===== src/rtl/digit_scan_pkg.sv =====
// Shared types and constants for the multiplexed-digit scan controller.
// Holds the FSM encoding, default timing constants and the counter sizing helper.
package digit_scan_pkg;

  localparam int unsigned NUM_DIGITS    = 4;
  localparam int unsigned SEL_W         = 2;
  localparam int unsigned DWELL_DEFAULT = 1000;
  localparam int unsigned BLANK_DEFAULT = 16;

  typedef logic [SEL_W-1:0]      sel_t;
  typedef logic [NUM_DIGITS-1:0] mask_t;

  typedef enum logic [1:0] {
    ST_IDLE  = 2'd0,
    ST_SHOW  = 2'd1,
    ST_BLANK = 2'd2
  } scan_state_e;

  // Counter must reach max(dwell, blank)-1; never narrower than one bit.
  function automatic int unsigned cnt_width(input int unsigned dwell, input int unsigned blank);
    int unsigned max_cnt;
    max_cnt = (dwell > blank) ? dwell : blank;
    return (max_cnt > 1) ? $clog2(max_cnt) : 1;
  endfunction

endpackage


===== src/rtl/digit_scan_ctrl_if.sv =====
// Control/status bundle between the scan controller and its parent.
// The parent (master) drives enable and mask; the controller (slave) drives the demux.
interface digit_scan_ctrl_if;
  import digit_scan_pkg::*;

  logic  en;
  mask_t digit_mask;
  sel_t  sel;
  logic  out_en;
  logic  frame_tick;

  modport master (
    output en,
    output digit_mask,
    input  sel,
    input  out_en,
    input  frame_tick
  );

  modport slave (
    input  en,
    input  digit_mask,
    output sel,
    output out_en,
    output frame_tick
  );

endinterface


===== src/rtl/scan_next_sel.sv =====
// Cyclic search for the next set mask bit strictly after cur_i (3 wraps to 0).
// wrap_o flags that the found index is <= cur_i; found_o is low for an empty mask.
module scan_next_sel
  import digit_scan_pkg::*;
(
  input  sel_t  cur_i,
  input  mask_t mask_i,
  output sel_t  next_o,
  output logic  wrap_o,
  output logic  found_o
);

  localparam int unsigned SUM_W = SEL_W + 1;

  logic [SUM_W-1:0] sum;

  // The carry out of cur_i + k is exactly the wrap condition for k in 1..NUM_DIGITS.
  always_comb begin
    next_o  = cur_i;
    wrap_o  = 1'b0;
    found_o = 1'b0;
    sum     = '0;
    for (int unsigned k = 1; k <= NUM_DIGITS; k++) begin
      sum = {1'b0, cur_i} + SUM_W'(k);
      if (!found_o && mask_i[sum[SEL_W-1:0]]) begin
        found_o = 1'b1;
        next_o  = sum[SEL_W-1:0];
        wrap_o  = sum[SEL_W];
      end
    end
  end

endmodule


===== src/rtl/digit_scan_ctrl.sv =====
// Time-multiplexed digit scan: shows each enabled digit for DWELL cycles with
// BLANK dark cycles between digits, and pulses frame_tick when the scan wraps.
module digit_scan_ctrl
  import digit_scan_pkg::*;
#(
  parameter int unsigned DWELL = DWELL_DEFAULT,
  parameter int unsigned BLANK = BLANK_DEFAULT
) (
  input  logic             clk,
  input  logic             rst,
  digit_scan_ctrl_if.slave scan_if
);

  localparam int unsigned CNT_W = cnt_width(DWELL, BLANK);

  scan_state_e      state_q, state_d;
  logic [CNT_W-1:0] cnt_q, cnt_d;
  sel_t             sel_q, sel_d;
  logic             out_en_q, out_en_d;
  logic             tick_q, tick_d;

  sel_t  search_cur;
  sel_t  next_sel;
  logic  next_wrap;
  logic  next_found;
  logic  dwell_done;
  logic  blank_done;

  // From IDLE, searching after index 3 yields the lowest set index.
  assign search_cur = (state_q == ST_IDLE) ? SEL_W'(NUM_DIGITS - 1) : sel_q;
  assign dwell_done = (cnt_q == CNT_W'(DWELL - 1));
  assign blank_done = (cnt_q == CNT_W'(BLANK - 1));

  scan_next_sel u_next (
    .cur_i   (search_cur),
    .mask_i  (scan_if.digit_mask),
    .next_o  (next_sel),
    .wrap_o  (next_wrap),
    .found_o (next_found)
  );

  always_ff @(posedge clk or posedge rst) begin
    if (rst) begin
      state_q  <= ST_IDLE;
      cnt_q    <= '0;
      sel_q    <= '0;
      out_en_q <= 1'b0;
      tick_q   <= 1'b0;
    end else begin
      state_q  <= state_d;
      cnt_q    <= cnt_d;
      sel_q    <= sel_d;
      out_en_q <= out_en_d;
      tick_q   <= tick_d;
    end
  end

  // Mask is only consulted at the IDLE->SHOW and BLANK->SHOW decisions; sel moves only
  // on entry to SHOW, while out_en is still low, so an active output never glitches.
  always_comb begin
    state_d  = state_q;
    cnt_d    = cnt_q;
    sel_d    = sel_q;
    out_en_d = out_en_q;
    tick_d   = 1'b0;

    if (!scan_if.en) begin
      state_d  = ST_IDLE;
      cnt_d    = '0;
      sel_d    = '0;
      out_en_d = 1'b0;
    end else begin
      unique case (state_q)
        ST_IDLE: begin
          cnt_d    = '0;
          sel_d    = '0;
          out_en_d = 1'b0;
          if (next_found) begin
            state_d  = ST_SHOW;
            sel_d    = next_sel;
            out_en_d = 1'b1;
          end
        end

        ST_SHOW: begin
          if (dwell_done) begin
            state_d  = ST_BLANK;
            cnt_d    = '0;
            out_en_d = 1'b0;
          end else begin
            cnt_d = cnt_q + CNT_W'(1);
          end
        end

        ST_BLANK: begin
          if (blank_done) begin
            cnt_d = '0;
            if (next_found) begin
              state_d  = ST_SHOW;
              sel_d    = next_sel;
              out_en_d = 1'b1;
              tick_d   = next_wrap;
            end else begin
              state_d  = ST_IDLE;
              sel_d    = '0;
              out_en_d = 1'b0;
            end
          end else begin
            cnt_d = cnt_q + CNT_W'(1);
          end
        end

        default: begin
          state_d  = ST_IDLE;
          cnt_d    = '0;
          sel_d    = '0;
          out_en_d = 1'b0;
        end
      endcase
    end
  end

  assign scan_if.sel        = sel_q;
  assign scan_if.out_en     = out_en_q;
  assign scan_if.frame_tick = tick_q;

endmodule


===== src/flat_wrapper.sv =====
// flat-port wrapper written by rule: the top's interface ports become plain ports
module digit_scan_ctrl_flat import digit_scan_pkg::*;
#(
  parameter int unsigned DWELL = DWELL_DEFAULT,
  parameter int unsigned BLANK = BLANK_DEFAULT
)
  (clk, rst, scan_if_en, scan_if_digit_mask, scan_if_sel, scan_if_out_en, scan_if_frame_tick);
  digit_scan_ctrl_if scan_if_i ();
  input  logic clk;
  input  logic rst;
  input wire logic [$bits(scan_if_i.en)-1:0] scan_if_en;
  input wire logic [$bits(scan_if_i.digit_mask)-1:0] scan_if_digit_mask;
  output wire logic [$bits(scan_if_i.sel)-1:0] scan_if_sel;
  output wire logic [$bits(scan_if_i.out_en)-1:0] scan_if_out_en;
  output wire logic [$bits(scan_if_i.frame_tick)-1:0] scan_if_frame_tick;
  assign scan_if_i.en = scan_if_en;
  assign scan_if_i.digit_mask = scan_if_digit_mask;
  assign scan_if_sel = scan_if_i.sel;
  assign scan_if_out_en = scan_if_i.out_en;
  assign scan_if_frame_tick = scan_if_i.frame_tick;
  digit_scan_ctrl #(.DWELL(DWELL), .BLANK(BLANK)) u_core (.clk(clk), .rst(rst), .scan_if(scan_if_i));
endmodule

===== config.mk =====
export PLATFORM = sky130hd
export DESIGN_NAME = digit_scan_ctrl_flat
export DESIGN_NICKNAME = d
export VERILOG_FILES = /design/src/rtl/digit_scan_pkg.sv /design/src/rtl/digit_scan_ctrl_if.sv /design/src/rtl/scan_next_sel.sv /design/src/rtl/digit_scan_ctrl.sv /design/src/flat_wrapper.sv
export SDC_FILE = /design/constraint.sdc
export NUM_CORES = 1
export LEC_CHECK = 0
export ABC_CLOCK_PERIOD_IN_PS = 7300
export CORE_MARGIN = 2
export CORE_UTILIZATION = 40
export CTS_CLUSTER_SIZE = 14
export DETAILED_ROUTE_END_ITERATION = 10
export PLACE_DENSITY_LB_ADDON = 0.08
export SYNTH_ARGS = -nofsm -noshare
export SYNTH_HDL_FRONTEND = slang
export SYNTH_SLANG_ARGS = --single-unit

===== constraint.sdc =====
create_clock -name clk -period 7.3 [get_ports clk]
set_input_delay 1.46 -clock clk [delete_from_list [all_inputs] [get_ports clk]]
set_output_delay 1.46 -clock clk [all_outputs]
set_load 0.01 [all_outputs]

Word-level counts from Yosys, hierarchy flattened. Cells that the tools add are included. W data, S select, Z words.

Memory bits (writable): 0. Bits in latches: 0. Memories kept: 0. Logic and storage cells: 76. Output and inout bits: 4. Register bits: 16. Bits in read-only memories: 0.

Reduce and logical (&&, ||, !) cells: 10. Muxes and demuxes: 44. Shifts and indexed selects: 0. Order comparisons: 4. Add/subtract/negate cells: 5. Equality and inequality tests: 8. Bitwise operators: 0. Div/mod/pow operators: 0. $mul: 0.

Operator list (number): $mux W10 (3); $mux W2 (12); $mux W1 (21); $pmux W10 S2 (1); $lt A2 B3 Y1 const B (4); $pmux W2 S3 (2); $add A10 B1 Y10 const B (1); $eq A10 B10 Y1 const B (1); $eq A10 B4 Y1 const B (1); $ne A3 B2 Y1 const B (3); $bmux W1 S2 (4); $add A2 B2 Y3 const B (2); $reduce_and A2 Y1 (2); $add A2 B1 Y3 const B (1); $add A2 B3 Y3 const B (1); $logic_and A1 B1 Y1 (3); $logic_not A1 Y1 (3); $pmux W1 S3 (1); $reduce_and A3 Y1 (1); $eq A2 B1 Y1 const B (1); $eq A2 B2 Y1 const B (1); $logic_not A2 Y1 (1); $ne A2 B2 Y1 const B (1).

Depth between registers and ports, before layout.
Depth after elaboration: 19. Mapped depth: 11. Gate-level depth less buffers: 10.

Hierarchy. Synthesis repeated with hierarchy kept, for this count alone.

Cells, all modules: 132. Area total of the unflattened synthesis: 1260.0 µm².

By module, submodules not included: digit_scan_ctrl (seq. area each 400.4 µm², instances 1, cells an instance 91, area each 884.6 µm²); scan_next_sel (seq. area each 0.0 µm², instances 1, cells an instance 41, area each 375.4 µm²).

Worst setup path after synthesis. No wires, ideal clock.

Kind: in2reg. Start point: in scan_if_digit_mask[2]. End point: reg u_core.sel_q[0] (netlist: u_core.scan_if.sel[0]). Cell stages on the path: 6. Path slack: 4.527 ns. Arrival: 2.646 ns. Path through: clkbuf_1 > mux2i_1 > a2111oi_0 > a211oi_2 > a41oi_1 > o22ai_1.

Word-level cells in the longest chain between the ends: 16. Elaborated cells between the ends (all ways): 26. Those cells by class: 20 x mux; 6 x reduce/logical.

RTL lines: start, declared (RTL line flat_wrapper.sv:12) `input wire logic [$bits(scan_if_i.digit_mask)-1:0] scan_if_digit_mask;`; $bmux W1 S2 (RTL line scan_next_sel.sv:25) `if (!found_o && mask_i[sum[SEL_W-1:0]]) begin`; $mux W1 (implied by the code) (RTL line scan_next_sel.sv:25); $mux W1 (RTL line scan_next_sel.sv:25); $logic_not A1 Y1 (RTL line scan_next_sel.sv:25); $logic_and A1 B1 Y1 (RTL line scan_next_sel.sv:25); $mux W1 (RTL line scan_next_sel.sv:25); $logic_not A1 Y1 (RTL line scan_next_sel.sv:25); $logic_and A1 B1 Y1 (RTL line scan_next_sel.sv:25); $mux W1 (RTL line scan_next_sel.sv:25); $logic_not A1 Y1 (RTL line scan_next_sel.sv:25); $logic_and A1 B1 Y1 (RTL line scan_next_sel.sv:25); $mux W2 / $mux W1 (equally long branches) (RTL line scan_next_sel.sv:25); $mux W2 * (RTL line digit_scan_ctrl.sv:78, digit_scan_ctrl.sv:98); $mux W2 (RTL line digit_scan_ctrl.sv:96) `if (blank_done) begin`; $pmux W2 S3 * (RTL line digit_scan_ctrl.sv:73) `unique case (state_q)`; $mux W2 * (RTL line digit_scan_ctrl.sv:67) `if (!scan_if.en) begin`; end signal, assigned (RTL line digit_scan_ctrl.sv:52) `sel_q <= sel_d;`; end, declared (RTL line digit_scan_ctrl.sv:18) `sel_t sel_q, sel_d;`.

Mark *: on every way between the ends. The rest lies on a longest branch, timed or not. The select of a mux whose other input is x is not followed. A chain may end at the register's enable or synchronous reset.

Final worst setup path.
Start point: reg u_core.state_q[0]. End point: reg u_core.state_q[0].

Word-level cells in the longest chain between the ends: 19. Elaborated cells between the ends (all ways): 34. Those cells by class: 4 x add/sub; 5 x eq/ne; 17 x mux; 8 x reduce/logical.

RTL lines: start, declared (RTL line digit_scan_ctrl.sv:16) `scan_state_e state_q, state_d;`; start signal, assigned (RTL line digit_scan_ctrl.sv:50) `state_q <= state_d;`; $logic_not A2 Y1 (RTL line digit_scan_ctrl.sv:30, digit_scan_ctrl.sv:73); $mux W2 (RTL line digit_scan_ctrl.sv:30) `assign search_cur = (state_q == ST_IDLE) ? SEL_W'(NUM_DIGITS - 1) : sel_q;`; $add A2 B1 Y3 (RTL line scan_next_sel.sv:24) `sum = {1'b0, cur_i} + SUM_W'(k);`; $bmux W1 S2 (RTL line scan_next_sel.sv:25); $mux W1 (implied by the code) (RTL line scan_next_sel.sv:25); $mux W1 (RTL line scan_next_sel.sv:25); $logic_not A1 Y1 (RTL line scan_next_sel.sv:25); $logic_and A1 B1 Y1 (RTL line scan_next_sel.sv:25); [... 3 more ...]; $mux W1 (RTL line scan_next_sel.sv:25); $logic_not A1 Y1 (RTL line scan_next_sel.sv:25); $logic_and A1 B1 Y1 (RTL line scan_next_sel.sv:25); $mux W1 (RTL line scan_next_sel.sv:25); $mux W1 (RTL line digit_scan_ctrl.sv:98) `if (next_found) begin`; $mux W2 (RTL line digit_scan_ctrl.sv:96); $pmux W2 S3 (RTL line digit_scan_ctrl.sv:73); $mux W2 (RTL line digit_scan_ctrl.sv:67).

Several ways; a longest one is shown, not always the timed one. The select of a mux whose other input is x is not followed.

==> results.ini <==
[status]
status=finished clean

[placement]
port_buffers=10
place_congestion=0.827
hpwl_um=2110
place_area_um2=1390

[global_routing]
grt_pass1_vias=1015
antenna_found_initial=0
grt_usage=0.174
overflow=0
grt_max_degree=17
grt_pass1_wl_um=4770

[clock_tree]
cts_sinks=16
post_cts_resized=0
clk-insertion-delay-late_ns=0.29
tritoncts=yes
cts-root-buf=clkbuf_4
post_cts.repair.setup_buffers=0
cts_buffer_depth=2
clk_pin_slew_ns=0.10
htreeDepth=1
hold_buffers=0
cts-buffers-inserted=3

[die]
die-area_um2=3630
start_util=0.418
row_count=20
dieWidth_um=60.2
die_y_um=60.2
boundaryPins=11
core_um2=3030

[layout]
n_fill_cell=313
multi_input_area_um2=781
area_delta_synth_final_pct=12.8
postLayoutCellArea_um2=1430
drive_above_1_share=0.0592
final_util=0.471
diodes=0
nNetsFinal=168
seq_area_um2=400

[timing]
drv_slew=0
final_hold_viol_count=0
fin_setup_tns_ns=0
relSlewSlack=0.590
fin_skew_ns=0.000795
fin_crit_sh=0.448
worstMarginPinSlew_ns=0.614
fmax_mhz=306
rsz0062_at_grt=false
period_minus_slack_ns=3.27
setup_viol=0

[yosys]
synth.avg_cell_area_um2=8.78
syn_area_um2=1260
synth-edff-count=0
yosysSeqAreaShare=0.317
synth_cell_type_count=44
syn-num-nets=159
synthArstFlopShare=1.00
synth_warnings=0
ys_ff_latch=16
syn_inst=144
synthFlopType=dfrtp_1

[power_and_ir_drop]
switching_share=0.461
pwr-share-clk=0.114
p_seq_frac=0.217
vdd_drop_max_v=0.000242
total_power_uw=518
power_density_nw_per_um2=363
power.internal_uw=279
p_leak_uw=0.000614
switching_power_uw=239
combPwrFrac=0.669

[route]
vias=1095
drtIter0Drc=63
wl_per_cell_um=14.3
vias_per_cell=5.59
drt_pass1_iterations=4
final_antenna_net_count=0
drc_errors=0
routed_wl_um=2800

[setup_path]
startpoint=u_core.state_q[0]$_DFFE_PP0P_
cp-end-kind=register
cp.arrival_ns=3.45
crit_path_start_kind=register
critical_path_required_ns=7.48
critPathMaxFanout=12
rrSetupSlack_ns=4.03
crit_type=register to register
r2r_start=u_core.state_q[0]$_DFFE_PP0P_

[hold_path]
hp-start=u_core.cnt_q[0]$_DFF_PP0_
hold_class=register to register

[job]
max_cap_viol_count=0

[sequential cells by signal, indices dropped and copies added, names as in the netlist]
name,cells
u_core.scan_if.sel,2
u_core.state_q,2
u_core.scan_if.frame_tick,1
u_core.scan_if.out_en,1
u_core.cnt_q,10
[cell usage in the layout, fill, tap and decap left out, drive strengths merged, types with 2 or more instances in the layout]
cell / count
o21ai: 5
ha: 8
mux2i: 5
a21oi: 6
dfrtp: 16
nor2: 19
o21a: 3
mux4: 2
nor3b: 2
nand2b: 2
nand2: 9
a211oi: 3
a31oi: 2
nand3: 2
o211ai: 3
clkbuf: 4
a221oi: 2
clkdlybuf4s50: 10
nand4: 2
xnor2: 7
inv: 13
and3: 7
nor4b: 2
[cells by family (layout without fill, tap and decap cells)]
logic type	Yosys count	count (layout)	synth area share
compound gates	33	33	0.188
xor+xnor	8	8	0.0554
simple gates	52	52	0.211
fa+ha+maj	8	8	0.0791
flops	16	16	0.317
mux	8	8	0.0841
buf+inv	19	27	0.0663
[worst paths after layout]
kind / to / depth (start not counted)
worst max-delay path: u_core.state_q[0]$_DFFE_PP0P_ / 10
worst min-delay path: u_core.cnt_q[0]$_DFF_PP0_ / 1
worst max register to register: u_core.state_q[0]$_DFFE_PP0P_ / 10
worst min register to register: u_core.cnt_q[0]$_DFF_PP0_ / 1
max in group asynchronous: u_core.scan_if.frame_tick$_DFF_PP0_ / 2
min in group asynchronous: u_core.cnt_q[2]$_DFF_PP0_ / 2
[stage by stage]
stage	std cells	hold slack (ns)	setup slack, ns
4_1_cts	196	0.461	4.02
3_3_place_gp	192	0.444	3.90
6_report	196	0.466	4.03
2_1_floorplan	144	0.425	4.53
5_1_grt	196	0.497	3.74
3_5_place_dp	192	0.447	3.91
[synthesized netlist by cell type (2+ instances only)]
| cell type | n | area [um^2] |
|---|---|---|
| nor2_1 | 19 | 71.3 |
| dfrtp_1 | 16 | 400 |
| inv_1 | 12 | 45.0 |
| nand2_1 | 9 | 33.8 |
| ha_1 | 8 | 100 |
| and3_1 | 7 | 43.8 |
| xnor2_1 | 7 | 61.3 |
| a21oi_1 | 6 | 30.0 |
| clkbuf_1 | 5 | 18.8 |
| mux2i_1 | 5 | 50.1 |
| o21ai_0 | 4 | 20.0 |
| o211ai_1 | 3 | 22.5 |
| o21a_1 | 3 | 22.5 |
| a211oi_1 | 2 | 15.0 |
| a221oi_1 | 2 | 17.5 |
| a31oi_1 | 2 | 12.5 |
| mux4_2 | 2 | 45.0 |
| nand2b_1 | 2 | 12.5 |
| nand3_1 | 2 | 10.0 |
| nand4_1 | 2 | 12.5 |
| nor3b_1 | 2 | 15.0 |
| nor4b_1 | 2 | 17.5 |
[power by group through the flow]
stage,Sequential [uW],Combinational (uW),Clock [uW]
finish,112,347,59.1
global route,114,383,65.3
CTS,112,347,62.1
detailed placement,114,345,0
global placement,115,343,0
floorplan,113,281,0
[per-layer routing]
layer  global-route usage  vias up  share of wire
met2                0.278       26           0.47
li1                     -      535              -
met4               0.0476        0         0.0071
met1                0.238      532           0.47
met3               0.0346        2          0.050
met5                    0        -              0
[worst max-delay path, stage by stage, from the launching register on]
cell	delay, ns
dfrtp_1	0.43
inv_1	0.10
ha_1	0.36
nor2_1	0.49
inv_1	0.09
ha_1	0.48
inv_1	0.11
nor3_1	0.29
o211ai_1	0.25
o211a_1	0.21
a311o_1	0.35
[layout make-up]
| type | instances | area share |
|---|---|---|
| well taps | 44 | 0.0386 |
| clock buffers | 4 | 0.0254 |
| flip-flops and latches | 16 | 0.281 |
| repair buffers | 10 | 0.0702 |
| multi-input cells | 109 | 0.547 |
| inverters | 13 | 0.0377 |
Power figures use the tool's default switching activity.
